**config.mk**
```make
export PLATFORM = sky130hd
export DESIGN_NAME = wb_ram_arbiter
export DESIGN_NICKNAME = d
export VERILOG_FILES = /design/src/rtl/wb_ram_arbiter.sv
export SDC_FILE = /design/constraint.sdc
export NUM_CORES = 1
export LEC_CHECK = 0
export ABC_AREA = 1
export CAP_MARGIN = 0
export CORE_AREA = 2 2 96 98
export CTS_BUF_LIST = sky130_fd_sc_hd__clkbuf_4 sky130_fd_sc_hd__clkbuf_8
export DETAILED_ROUTE_END_ITERATION = 12
export DIE_AREA = 0 0 98 100
export GPL_TIMING_DRIVEN = 0
export HOLD_SLACK_MARGIN = 0.08
export PLACE_DENSITY = 0.74
export SLEW_MARGIN = 20
export SYNTH_ARGS = -nofsm -noshare
export SYNTH_HDL_FRONTEND = slang
export SYNTH_SLANG_ARGS = --single-unit
```
**constraint.sdc**
```tcl
create_clock -name clk_i -period 1.8 [get_ports clk_i]
set_input_delay 0.54 -clock clk_i [delete_from_list [all_inputs] [get_ports clk_i]]
set_output_delay 0.54 -clock clk_i [all_outputs]
set_load 0.03 [all_outputs]
```
**src/rtl/wb_ram_arbiter.sv**
```systemverilog
`default_nettype none
// ============================================================================
//  Module   : wb_ram_arbiter
//  Purpose  : Two-master Wishbone arbiter in front of a single-port RAM.
//             Round-robin grant on contention, a bounded busy timeout that
//             returns an error, and a mandatory one-cycle idle gap between
//             transactions so the RAM never sees stb held across an ack.
//  Ports    : clk_i, rst_in (sync, active-low)
//             m0_* / m1_* : Wishbone master ports (cyc, stb, we, sel, dat,
//                           adr in; ack, err, dat out)
//             s_*         : shared RAM slave port (cyc, stb, we, sel, dat,
//                           adr out; ack, dat in)
//  Revision : 1.0 - initial release
// ============================================================================
module wb_ram_arbiter #(
    parameter int ADR_W   = 10,
    parameter int TIMEOUT = 15
) (
    input  logic             clk_i,
    input  logic             rst_in,

    input  logic             m0_cyc_i,
    input  logic             m0_stb_i,
    input  logic             m0_we_i,
    input  logic [3:0]       m0_sel_i,
    input  logic [31:0]      m0_dat_i,
    input  logic [ADR_W-1:0] m0_adr_i,
    output logic             m0_ack_o,
    output logic             m0_err_o,
    output logic [31:0]      m0_dat_o,

    input  logic             m1_cyc_i,
    input  logic             m1_stb_i,
    input  logic             m1_we_i,
    input  logic [3:0]       m1_sel_i,
    input  logic [31:0]      m1_dat_i,
    input  logic [ADR_W-1:0] m1_adr_i,
    output logic             m1_ack_o,
    output logic             m1_err_o,
    output logic [31:0]      m1_dat_o,

    output logic             s_cyc_o,
    output logic             s_stb_o,
    output logic             s_we_o,
    output logic [3:0]       s_sel_o,
    output logic [31:0]      s_dat_o,
    output logic [ADR_W-1:0] s_adr_o,
    input  logic             s_ack_i,
    input  logic [31:0]      s_dat_i
);

    localparam logic [7:0] c_TO_LAST = 8'(TIMEOUT - 1);

    typedef enum logic {
        ST_IDLE = 1'b0,
        ST_BUSY = 1'b1
    } state_t;

    state_t     r_state;
    logic       r_grant;    // 0 = master 0 owns the slave, 1 = master 1
    logic       r_last;     // master granted most recently
    logic [7:0] r_cnt;      // BUSY cycles elapsed without a slave ack

    logic w_req0;
    logic w_req1;
    logic w_next;
    logic w_req_g;
    logic w_busy;
    logic w_sel_m1;
    logic w_term_ok;
    logic w_ack;
    logic w_err;
    logic w_to_hit;

    assign w_req0 = m0_cyc_i & m0_stb_i;
    assign w_req1 = m1_cyc_i & m1_stb_i;

    // On contention the master not served last wins; a lone requester always wins.
    assign w_next  = (w_req0 & w_req1) ? ~r_last : w_req1;
    assign w_req_g = r_grant ? w_req1 : w_req0;

    // Gating with rst_in keeps the slave port and terminations quiet in the
    // very cycle reset is asserted, not only after it has been sampled.
    assign w_busy   = (r_state == ST_BUSY) & rst_in;
    assign w_sel_m1 = w_busy & r_grant;

    // A termination is only forwarded while the granted master still requests;
    // an abort swallows any ack/err in that cycle.
    assign w_term_ok = w_busy & w_req_g;
    assign w_to_hit  = (r_cnt == c_TO_LAST);
    assign w_ack     = w_term_ok & s_ack_i;
    assign w_err     = w_term_ok & ~s_ack_i & w_to_hit;

    assign m0_ack_o = w_ack & ~r_grant;
    assign m1_ack_o = w_ack &  r_grant;
    assign m0_err_o = w_err & ~r_grant;
    assign m1_err_o = w_err &  r_grant;

    assign m0_dat_o = s_dat_i;
    assign m1_dat_o = s_dat_i;

    // Outside BUSY the data-path outputs idle on master 0's inputs so they
    // are always driven; cyc/stb stay low.
    assign s_cyc_o = w_busy & (r_grant ? m1_cyc_i : m0_cyc_i);
    assign s_stb_o = w_busy & (r_grant ? m1_stb_i : m0_stb_i);
    assign s_we_o  = w_sel_m1 ? m1_we_i  : m0_we_i;
    assign s_sel_o = w_sel_m1 ? m1_sel_i : m0_sel_i;
    assign s_dat_o = w_sel_m1 ? m1_dat_i : m0_dat_i;
    assign s_adr_o = w_sel_m1 ? m1_adr_i : m0_adr_i;

    always_ff @(posedge clk_i) begin
        if (!rst_in) begin
            r_state <= ST_IDLE;
            r_grant <= 1'b0;
            r_last  <= 1'b1;
            r_cnt   <= 8'd0;
        end else begin
            case (r_state)
                ST_IDLE: begin
                    if (w_req0 | w_req1) begin
                        r_grant <= w_next;
                        r_last  <= w_next;
                        r_cnt   <= 8'd0;
                        r_state <= ST_BUSY;
                    end
                end
                ST_BUSY: begin
                    // Ack, abort and timeout all return through IDLE, which
                    // drops stb for a cycle before the next grant.
                    if (!w_req_g || s_ack_i || w_to_hit) begin
                        r_state <= ST_IDLE;
                    end else begin
                        r_cnt <= r_cnt + 8'd1;
                    end
                end
                default: r_state <= ST_IDLE;
            endcase
        end
    end

endmodule
`default_nettype wire

```
==> run metrics <==
Detail Route Antenna Nets=0; Die Footprint=9800 µm²; Clk Latency, worst-skew pair=240 ps; I/O pin cnt=250; drt total wl=8.93 mm; placer congestion estimate=0.824; Post-synth EDFFs=0; RSZ-0062 raised after global routing=yes; Worst Clk Skew=0.914 ps; Max Cap Viol=0; # fillers=783; Tightest Hold Check Type=reg -> reg; antenna violations before repair=0; most common cell in the netlist=buf_4; CTS tree=yes; FMAX=479 MHz; CP endpoint kind=output pin; Seq/Total Area, Yosys=0.119; vias in the first global route=2,306; Rel. slew slack=0.682; R2R Setup Slk=220 ps; PortBufs=217; CP required=1260 ps; Die W=98 µm; Seq cells post-synth=11; DR vias/cell=4.17; violated checks=negative setup slack; CTS Buf Count=3; synth top area cells=buf_4, mux2_4, dfxtp_1; hold endpoint=r_last$_SDFFE_PN1P_; GRT Total Usage=0.158; Reg area=226 µm²; synthesized area=1850 µm²; Pwr per Cell Area=343 nW/µm²; Setup CP Type=in -> out; fin nets=601; Hold Startpoint=r_last$_SDFFE_PN1P_; core area=8890 µm²; LEAKAGE=2.35 nW; status=complete, but fails checks; CP startpoint kind=input pin; endpoints failing setup=51; Worst R2R End=r_cnt[4]$_SDFFE_PN0P_; global-route wire length before repair=12.5 mm; DRC=0; r2r startpoint=r_grant$_SDFFE_PN0P_; Final Hold Vio Count=0; layout cells sized above 1=0.486; Slew @ Worst Pin=477 ps; largest net degree at the start of global routing=11; final core utilization=0.530; hpwl dp=6.93 mm; Arr. time, crit path=1550 ps; row cnt=35; Worst Path Max Fanout=5; setup ws final=-286 ps; fin crit period=2090 ps; cell types with the highest counts after synthesis=buf_4, mux2_4, nand2_1, mux2_2, nand3_1; global route overflow=0; Yosys cell types=22; htree depth=1; Initial Util=0.208; Max VDD drop=0.331 mV; wire per inst=15.5 µm; via count=2,404; Cells on Worst Hold Path=2; hold slack=477 ps; Final Max Slew Viols=0; CTS Buffer Depth=2; total power=1.62 mW; Detailed Routing Iterations Pass 1=4; Yosys warnings=0; area delta synth->final=155%; initial DRC count=111; fin crit share=1.16; area taken by multi-input logic gates=1220 µm²; clk root buf=clkbuf_8; # clock sinks=11; Synth Instances=225; pre-CTS setup slack=-1520 ps; top_reg_cell synth=dfxtp_1; Mean Syn Cell Area=8.23 µm²; largest area contributor in the netlist=buf_4; syn nets=360; reg2reg path depth=9; Clock Pin Slew Worst Setup and Hold Paths=50 ps; share of Yosys cell area claimed by the top area cell type=0.264; Diodes inserted=0; FFs w/ async S/R, synth=0; Die Span Y=100 µm
layout by cell type (no fill, tap or decap), types with 7 or more instances in the layout:
cell type,Yosys,final
nor2_1,13,10
mux2_4,30,47
buf_6,4,59
nand3_1,15,12
clkdlybuf4s50_1,0,94
inv_1,13,9
buf_12,0,7
dlygate4sd2_1,0,65
nand2_1,28,21
buf_4,65,72
a21oi_1,10,8
dfxtp_1,11,8
sequential cells by signal (all words and copies together), names as in the netlist:
register	flops
r_grant	1
r_cnt	8
r_last	1
r_state	1
worst max path at each step:
stage                        from          end  slack, ps
5_1_grt        r_state$_SDFF_PN0_  s_dat_o[10]       -310
6_report                   rst_in  s_dat_o[10]       -290
4_1_cts                    rst_in       s_we_o       -370
3_5_place_dp               rst_in   s_adr_o[1]      -1520
3_3_place_gp               rst_in  s_dat_o[16]      -1490
2_1_floorplan              rst_in  s_dat_o[10]        -90
per-stage QoR:
| stage | setup TNS, ps | cell area (µm²) | cells |
|---|---|---|---|
| 2_1_floorplan | -3320 | 1890 | 225 |
| 3_3_place_gp | -75740 | 4200 | 553 |
| 3_5_place_dp | -77550 | 4200 | 553 |
| 4_1_cts | -15720 | 4590 | 573 |
| 5_1_grt | -13850 | 4720 | 576 |
| 6_report | -12270 | 4720 | 576 |
repair_timing:
item	CTS	global route
pin swaps	10	3
endpoints found under the setup margin	118	53
cloned	3	2
gates resized for setup	504	28
hold buffers	0	0
buffers inserted	13	4
cell type report:
| cell class | count | area share |
|---|---|---|
| well taps | 111 | 0.0295 |
| multi-input cells | 130 | 0.259 |
| clock buffers | 4 | 0.0103 |
| inverters | 14 | 0.0138 |
| flip-flops and latches | 11 | 0.0480 |
| plain buffers | 69 | 0.121 |
| repair buffers | 237 | 0.518 |
critical path, stage by stage:
cell       delay (ps)
buf_12            110
nand2_8            60
inv_8              40
nand2_8            60
buf_12            140
clkbuf_16         150
mux2_4            300
buf_6             140
report_power, final:
| part | internal, mW | total, mW | switching, mW |
|---|---|---|---|
| sequential | 0.250 | 0.255 | 0.00528 |
| combinational | 0.592 | 1.09 | 0.500 |
| clock | 0.171 | 0.271 | 0.100 |
| total | 1.01 | 1.62 | 0.605 |
kinds of logic after synthesis:
group / synth area share
multiplexers: 0.347
adder cells (fa/ha/maj): 0.0135
flip-flops: 0.119
XOR/XNOR: 0.00946
AND/OR/NAND/NOR: 0.143
buffers and inverters: 0.319
AO/OA/AOI/OAI: 0.0493
routing by layer:
| layer | share of wire | GRT usage |
|---|---|---|
| met1 | 0.38 | 0.185 |
| met2 | 0.54 | 0.298 |
| met3 | 0.074 | 0.0383 |
| met4 | 0.0073 | 0.0214 |
| met5 | 0 | 0 |
Note: power is estimated with default switching activity, not from simulation.
